===== config.mk =====
export PLATFORM = sky130hd
export DESIGN_NAME = controle_rega
export DESIGN_NICKNAME = d
export VERILOG_FILES = /design/src/rtl/controle_rega.sv
export SDC_FILE = /design/constraint.sdc
export NUM_CORES = 1
export LEC_CHECK = 0
export CAP_MARGIN = 40
export CORE_UTILIZATION = 48
export CTS_CLUSTER_DIAMETER = 30
export DETAILED_ROUTE_END_ITERATION = 10
export GPL_ROUTABILITY_DRIVEN = 0
export PLACE_DENSITY_LB_ADDON = 0.05
export SLEW_MARGIN = 20
export SYNTH_ARGS = -nofsm -noshare
export SYNTH_HDL_FRONTEND = slang
export SYNTH_SLANG_ARGS = --single-unit

===== constraint.sdc =====
create_clock -name clk -period 3.55 [get_ports clk]
set_input_delay 1.065 -clock clk [delete_from_list [all_inputs] [get_ports clk]]
set_output_delay 1.065 -clock clk [all_outputs]
set_load 0.01 [all_outputs]

===== src/rtl/controle_rega.sv =====
// Irrigation controller: synchronized, debounced sensors feed a four-state FSM
// (idle, sprinkler, drip, latched alarm) with a minimum-run hold and a startup hold.
module controle_rega #(
   parameter int DEBOUNCE = 4,
   parameter int MIN_RUN  = 16
) (
   input  logic clk,
   input  logic rst_n,
   input  logic HS,
   input  logic TA,
   input  logic NB,
   input  logic NA,
   input  logic alarm_ack,
   output logic AS,
   output logic US,
   output logic GT,
   output logic alarm_wire
);

   localparam logic [1:0] S_IDLE = 2'd0;
   localparam logic [1:0] S_ASP  = 2'd1;
   localparam logic [1:0] S_GOT  = 2'd2;
   localparam logic [1:0] S_ALM  = 2'd3;

   localparam logic [7:0] DEB_LAST   = 8'(DEBOUNCE - 1);
   localparam logic [7:0] RUN_LAST   = 8'(MIN_RUN - 1);
   localparam logic [8:0] START_LAST = 9'(DEBOUNCE + 2);

   // Sensor bit order: 0 = HS, 1 = TA, 2 = NB, 3 = NA
   logic [3:0] sens_raw;
   logic [3:0] sync1_q;
   logic [3:0] sync2_q;
   logic [3:0] filt;

   assign sens_raw = {NA, NB, TA, HS};

   always_ff @(posedge clk or negedge rst_n) begin
      if (!rst_n) begin
         sync1_q <= '0;
         sync2_q <= '0;
      end else begin
         sync1_q <= sens_raw;
         sync2_q <= sync1_q;
      end
   end

   generate
      for (genvar gi = 0; gi < 4; gi++) begin : g_deb
         logic [7:0] cnt_q;
         logic [7:0] cnt_d;
         logic       flt_q;
         logic       flt_d;

         always_comb begin
            flt_d = flt_q;
            cnt_d = cnt_q + 8'd1;
            if (sync2_q[gi] == flt_q) begin
               cnt_d = '0;
            end else if (cnt_q == DEB_LAST) begin
               flt_d = sync2_q[gi];
               cnt_d = '0;
            end
         end

         always_ff @(posedge clk or negedge rst_n) begin
            if (!rst_n) begin
               cnt_q <= '0;
               flt_q <= 1'b0;
            end else begin
               cnt_q <= cnt_d;
               flt_q <= flt_d;
            end
         end

         assign filt[gi] = flt_q;
      end
   endgenerate

   logic hs_f;
   logic ta_f;
   logic nb_f;
   logic na_f;
   logic fault;

   assign hs_f  = filt[0];
   assign ta_f  = filt[1];
   assign nb_f  = filt[2];
   assign na_f  = filt[3];
   assign fault = ~nb_f | (na_f & ~nb_f);

   // FSM is frozen until the synchronizers and filters have seen real sensor data.
   logic [8:0] start_q;
   logic [8:0] start_d;
   logic       ready;

   assign ready   = (start_q == START_LAST);
   assign start_d = ready ? start_q : start_q + 9'd1;

   logic [1:0] state_q;
   logic [1:0] state_d;
   logic [7:0] run_q;
   logic [7:0] run_d;
   logic [7:0] run_inc;
   logic       run_done;

   assign run_inc  = (run_q == 8'hFF) ? run_q : run_q + 8'd1;
   assign run_done = (run_q >= RUN_LAST);

   always_comb begin
      state_d = state_q;
      run_d   = run_q;
      if (ready) begin
         case (state_q)
            S_IDLE: begin
               if (fault) begin
                  state_d = S_ALM;
               end else if (!hs_f && ta_f && na_f) begin
                  state_d = S_ASP;
                  run_d   = '0;
               end else if (!hs_f) begin
                  state_d = S_GOT;
                  run_d   = '0;
               end
            end
            S_ASP: begin
               run_d = run_inc;
               if (fault) begin
                  state_d = S_ALM;
               end else if (hs_f && run_done) begin
                  state_d = S_IDLE;
               end else if (!na_f) begin
                  state_d = S_GOT;
               end
            end
            S_GOT: begin
               run_d = run_inc;
               if (fault) begin
                  state_d = S_ALM;
               end else if (hs_f && run_done) begin
                  state_d = S_IDLE;
               end
            end
            default: begin
               if (alarm_ack && !fault) begin
                  state_d = S_IDLE;
               end
            end
         endcase
      end
   end

   always_ff @(posedge clk or negedge rst_n) begin
      if (!rst_n) begin
         state_q <= S_IDLE;
         run_q   <= '0;
         start_q <= '0;
      end else begin
         state_q <= state_d;
         run_q   <= run_d;
         start_q <= start_d;
      end
   end

   assign US         = (state_q == S_IDLE);
   assign AS         = (state_q == S_ASP);
   assign GT         = (state_q == S_GOT);
   assign alarm_wire = (state_q == S_ALM);

endmodule


==> metrics.txt, run 1 <==
largest net degree at the start of global routing=27; final clock skew=between 0.01 and 0.015 ns; worst setup path startpoint=state_q[0]; Total Nets Final=304; number of global-route vias before repair=a little over 2000; global-route wire length before repair=between 9 and 10 mm; share of post-route cells with drive strength above 1=roughly an eighth; Total Die Area=~6500 µm²; worst min path class=reg2reg; Avg Synthesized Cell Area=roughly 11 µm²; achievable clock frequency=~360 MHz; actual slew at the worst max-slew pin=approximately 0.41 ns; detailed-router iteration count before antenna repair=4; detailed-route via count=2020; number of ports placed on the die boundary=11; share of flip-flops with an asynchronous set or reset=100%; kind of launch point of the worst setup path=register; switching fraction of total power=32.1%; unique cell type count in the Yosys netlist=between 40 and 50; max-slew violation count=0; effective utilization at floorplan=~50%; instance count of the mapped netlist=264; die width=slightly above 80 µm; capture point of the worst reg-to-reg path=run_q[3]; root buffer cell=clkbuf_8; Leak Pwr=1.59 nW; classification of the worst setup path=reg2out; deepest level of the CTS H-tree=3; min cycle time layout=approximately 2.8 ns; number of gates given a new drive strength after cts=0; max-slew headroom at the worst pin=slightly above 70%; number of design-rule violations left by the first detailed-router iteration=70; relative contribution of the clock network to total power=between 30% and 40%; syn_nets=282; cell internal pwr=roughly 1.6 mW; leading register cell type out of synthesis=dfrtp_1; half-perimeter wire length after placement=around 3.5 mm; r2r setup slk=between 1 and 1.5 ns; # Post-CTS Setup Buffers=0; vias per inst=5.52; Hold Vio Cnt, Final=0; Residual DRC=0; endpoint arrival time on the critical path=between 1.5 and 2 ns; post-detailed-routing wire length=around 5.1 mm; Clock Sinks=63; Layout Area Growth over Synthesis=15.1%; RSZ-0062 raised after global routing=no; run status=complete, no violations; CTS clk-pin slew, worst paths=~0.060 ns; number of input and output port buffers inserted=10; number of placement rows=28; Pwr per Cell Area=704 nW/µm²; maximum vdd ir drop=around 0.00035 V; ANT cells=0; EDFF count, synth=0; TritonCTS clock tree=built; number of buffers inserted during clock tree synthesis=9; post-route clock period utilization=~79%; initial antenna violation count=0; critical path data required time=around 2.5 ns; MaxCap Viol Count=0; origin of the critical flop-to-flop path=state_q[0]; mean routed wirelength per cell=around 14 µm; summed negative setup slack over all endpoints=0 ns; Setup crit end=US; element type at the critical path end=primary output; register area share after synthesis=~53%; filler cell count=~520; Finish-stage setup viols=0; Die Ht=slightly above 80 µm; worst-case clock buffer depth=2; part of the power in registers=40.0%; final core utilization=57.4%; worst reg2reg path depth=7; core box area=between 5000 and 6000 µm²; grt ovf=0; Yosys Warn Count=0; proportion of power drawn by combinational gates=29.0%; clock insertion delay at the later pin of the skew report=0.34 ns; critical-path maximum fanout=7; hold buffer count at CTS=0; switching power=768 µW; remaining antenna violation count=0; total routing resource utilization after global routing=19.0%; number of storage elements in the synthesis netlist=63; post-synthesis instance area=around 3000 µm²
==> final cells by class <==
| cell class | count | area, µm² | area share [%] |
|---|---|---|---|
| Sequential cell | 63 | 1580 | 46.4 |
| Tap cell | 75 | 93.8 | 2.76 |
| Clock buffer | 14 | 183 | 5.38 |
| Inverter | 5 | 18.8 | 0.552 |
| Multi-Input combinational cell | 194 | 1350 | 39.7 |
| Timing Repair Buffer | 13 | 118 | 3.46 |
| Clock inverter | 2 | 60.1 | 1.77 |
==> placed cells by master (no fill, tap or decap), drive strengths merged, types with 8 or more instances in the layout <==
master         instances
nand2                  9
nand3                 29
xnor2                 10
xor2                  25
o31ai                  8
clkbuf                14
and3                  18
dfrtp                 63
clkdlybuf4s50          9
ha                    11
nor2                  33
==> per-stage QoR <==
stage | instance area (µm²) | cells | total power [mW] | setup WS, ns | hold slack (ns)
after floorplan | 2950 | 264 | 1.44 | 1.63 | 0.331
after global placement | 3150 | 350 | 1.66 | 1.08 | 0.333
after detailed placement | 3150 | 350 | 1.66 | 1.04 | 0.336
after CTS | 3400 | 366 | 2.41 | 0.769 | 0.351
after global routing | 3400 | 366 | 2.55 | 0.669 | 0.360
final | 3400 | 366 | 2.39 | 0.762 | 0.353
==> cell usage after synthesis, types with 2 or more instances <==
| cell | count | area share [%] |
|---|---|---|
| o21ai_0 | 5 | 0.85 |
| a31oi_1 | 2 | 0.42 |
| and4_1 | 2 | 0.59 |
| nor4_1 | 2 | 0.42 |
| nand2_1 | 8 | 1.0 |
| and3_2 | 4 | 1.0 |
| or4_4 | 3 | 1.1 |
| inv_1 | 5 | 0.64 |
| nand3_1 | 29 | 4.9 |
| or4b_1 | 3 | 1.0 |
| or3_1 | 2 | 0.42 |
| xor2_1 | 25 | 7.4 |
| ha_1 | 11 | 4.7 |
| dfrtp_1 | 63 | 53 |
| and3_1 | 14 | 3.0 |
| nor2b_1 | 3 | 0.64 |
| mux2_4 | 3 | 1.5 |
| mux2_2 | 2 | 0.76 |
| xnor2_1 | 10 | 3.0 |
| a21oi_1 | 4 | 0.68 |
| nor2_1 | 33 | 4.2 |
| o21a_1 | 3 | 0.76 |
| o31ai_1 | 8 | 2.0 |
==> kinds of logic (layout without fill, tap and decap cells) <==
kind of cell | Yosys count | count (layout) | synth area share, %
compound gates | 28 | 28 | 6.74
xor+xnor | 35 | 35 | 10.4
fa+ha+maj | 11 | 11 | 4.66
buf+inv | 7 | 34 | 0.932
flops | 63 | 63 | 53.4
mux | 5 | 5 | 2.29
simple gates | 115 | 115 | 21.6
==> state kept, by name, summed over array words and instances, names as in the netlist <==
signal,count
g_deb.cnt_q,32
g_deb.flt_q,4
run_q,8
start_q,9
state_q,2
sync1_q,4
sync2_q,4
==> critical path: stages, from the launching register on <==
cell	delay, ns
dfrtp_1	0.42
inv_1	0.10
ha_1	0.29
clkdlybuf4s50_1	0.58
==> worst min path at each step <==
stage,startpoint,slack [ns],cells past startpoint,to
global placement,sync1_q[3],0.33,0,sync2_q[3]
global route,sync1_q[0],0.36,0,sync2_q[0]
CTS,sync1_q[3],0.35,0,sync2_q[3]
floorplan,sync1_q[0],0.33,0,sync2_q[0]
detailed placement,sync1_q[3],0.34,0,sync2_q[3]
finish,sync1_q[3],0.35,0,sync2_q[3]
==> power by group through the flow <==
stage	sequential, mW	clock [mW]	combinational, mW
floorplan	0.930	0	0.509
global placement	0.968	0	0.687
detailed placement	0.968	0	0.692
CTS	0.957	0.763	0.694
global route	0.978	0.795	0.781
finish	0.957	0.742	0.693
==> routing by layer <==
layer | vias up | GRT usage (%) | share of wire (%)
met5 | - | 0 | 0
met4 | 0 | 11.6 | 2.8
met3 | 11 | 4.43 | 3.0
met2 | 26 | 28.6 | 43
met1 | 995 | 24.5 | 51
li1 | 988 | - | -
Power figures use the tool's default switching activity.
==> run 2, diff against run 1 <==
==> constraint.sdc (replaced) <==
create_clock -name clk -period 2.6 [get_ports clk]
set_input_delay 0.78 -clock clk [delete_from_list [all_inputs] [get_ports clk]]
set_output_delay 0.78 -clock clk [all_outputs]
set_load 0.01 [all_outputs]
==> metrics.txt, run 2 (same netlist as run 1, synthesis figures left out) <==
Clock Sinks=63 (unchanged); filler cell count=501 (was 516); largest net degree at the start of global routing=64 (was 27); Total Die Area=6470 µm² (unchanged); half-perimeter wire length after placement=3.40 mm (was 3.48 mm); worst-case clock buffer depth=2 (unchanged); total routing resource utilization after global routing=17.9% (was 19.0%); deepest level of the CTS H-tree=3 (unchanged); Total Nets Final=303 (was 304); summed negative setup slack over all endpoints=0 ns (unchanged); die width=80.4 µm (unchanged); post-route clock period utilization=approximately 95%; origin of the critical flop-to-flop path=state_q[1] (was state_q[0]); grt ovf=0 (unchanged); Finish-stage setup viols=0 (unchanged); run status=complete, no violations (unchanged); number of gates given a new drive strength after cts=0 (unchanged); cells along the critical path=inv_1 > ha_1 > clkdlybuf4s50_1 (unchanged); number of flip-flops under the largest register name=32 (unchanged); core box area=5920 µm² (unchanged); critical-path maximum fanout=7 (unchanged); number of buffers inserted during clock tree synthesis=9 (unchanged); combined flip-flop and latch cell area=1580 µm² (unchanged); worst hold margin=0.349 ns (was 0.353 ns); post-detailed-routing wire length=4.99 mm (was 5.08 mm); hold buffer count at CTS=0 (unchanged); Worst path max stage delay=0.58 ns (about the same); root buffer cell=clkbuf_8 (unchanged); TritonCTS clock tree=built (unchanged); ANT cells=0 (unchanged); detailed-route via count=1962 (was 2020); Hold Vio Cnt, Final=0 (unchanged); global-route wire length before repair=8.72 mm (was 9.08 mm); CTS clk-pin slew, worst paths=0.07 ns (was 0.06 ns); Largest regs=g_deb.cnt_q: 32 flops, start_q: 9 flops, run_q: 8 flops (unchanged); most flop-heavy register=g_deb.cnt_q (unchanged); capture point of the worst reg-to-reg path=run_q[3] (unchanged); commonest non-fill, non-tap cell in the layout=dfrtp_1 (unchanged); final clock skew=0.0104 ns (was 0.0101 ns); clock insertion delay at the later pin of the skew report=0.33 ns (was 0.34 ns); critical path data required time=1.82 ns (was 2.48 ns); Residual DRC=0 (unchanged); Layout Area Growth over Synthesis=12.0% (was 15.1%); max-slew violation count=0 (unchanged); Setup crit end=US (unchanged); endpoint arrival time on the critical path=1.70 ns (was 1.72 ns); vias per inst=5.40 (was 5.52); area of the multi-input gates=1350 µm² (unchanged); worst reg2reg path depth=6 (was 7); actual slew at the worst max-slew pin=0.499 ns (was 0.405 ns); number of global-route vias before repair=1966 (was 2018); number of ports placed on the die boundary=11 (unchanged); MaxCap Viol Count=0 (unchanged); final core utilization=55.8% (was 57.4%); min cycle time layout=2.48 ns; Die Ht=80.4 µm (unchanged); Pwr per Cell Area=880 nW/µm² (was 704 nW/µm²); Worst Min Path Start=sync1_q[0] (was sync1_q[3]); achievable clock frequency=between 400 and 500 MHz; RSZ-0062 raised after global routing=no (unchanged); classification of the worst setup path=reg2out (unchanged); initial antenna violation count=0 (unchanged); kind of launch point of the worst setup path=register (unchanged); maximum vdd ir drop=0.000463 V (was 0.000354 V); worst setup path startpoint=state_q[1] (was state_q[0]); instance count after placement with tap cells included=349 (was 350); overall power consumption=2.91 mW (was 2.39 mW); remaining antenna violation count=0 (unchanged); share of post-route cells with drive strength above 1=10.8% (was 12.4%); detailed-router iteration count before antenna repair=4 (unchanged); highest-count cells in the layout ignoring fill and taps=dfrtp_1 (63), nor2_1 (33), nand3_1 (29) (unchanged); r2r setup slk=0.55 ns (was 1.47 ns); worst min path class=reg2reg (unchanged); number of placement rows=28 (unchanged); mean routed wirelength per cell=13.7 µm (was 13.9 µm); Critical Path Slowest Stage Cell=clkdlybuf4s50_1 (unchanged); element type at the critical path end=primary output (unchanged); max-slew headroom at the worst pin=66.6% (was 72.8%); # Post-CTS Setup Buffers=0 (unchanged); number of design-rule violations left by the first detailed-router iteration=58 (was 70); number of input and output port buffers inserted=10 (unchanged); Leak Pwr=1.54 nW (was 1.59 nW); filler-free cell count of the finished design=363 (was 366); effective utilization at floorplan=49.9% (unchanged)
==> run 2: where the power goes <==
group	total [mW]	internal [mW]	switching [mW]
registers	1.31	1.13	0.179
logic	0.935	0.444	0.491
clock network	0.666	0.333	0.333
==> run 2: layer usage <==
| layer | part of all wire (%) | global-route usage, % | vias up |
|---|---|---|---|
| met5 | 0 | 0 | - |
| met4 | 0.64 | 6.61 | 0 |
| met3 | 2.8 | 5.80 | 2 |
| met2 | 45 | 27.4 | 26 |
| met1 | 52 | 23.5 | 952 |
| li1 | - | - | 982 |
==> run 2: per-stage QoR <==
step / area, µm² / worst slack, ns
finish: 3300 / 0.122
global route: 3300 / 0.0391
CTS: 3300 / 0.118
detailed placement: 3160 / 0.396
global placement: 3160 / 0.429
floorplan: 2950 / 0.730
==> run 2: how the worst min path moves through the flow <==
stage            endpoint  depth (start not counted)
4_1_cts        sync2_q[3]                          0
6_report       sync2_q[0]                          0
3_5_place_dp   sync2_q[3]                          0
2_1_floorplan  sync2_q[0]                          0
5_1_grt        sync2_q[3]                          0
3_3_place_gp   sync2_q[0]                          0
==> run 2: area by class of cell <==
cell class	count	area share (%)
clock inverter	2	0.303
multi-input combinational	194	40.8
tap	75	2.84
timing repair buffer	12	3.71
sequential	63	47.7
inverter	5	0.568
clock buffer	12	4.09
==> run 2: critical path: cells and delay by family, from the launching register on <==
kind                       cells  cell delay (ns)
DFF                            1             0.42
buffers and inverters          2             0.68
adders and majority gates      1             0.28
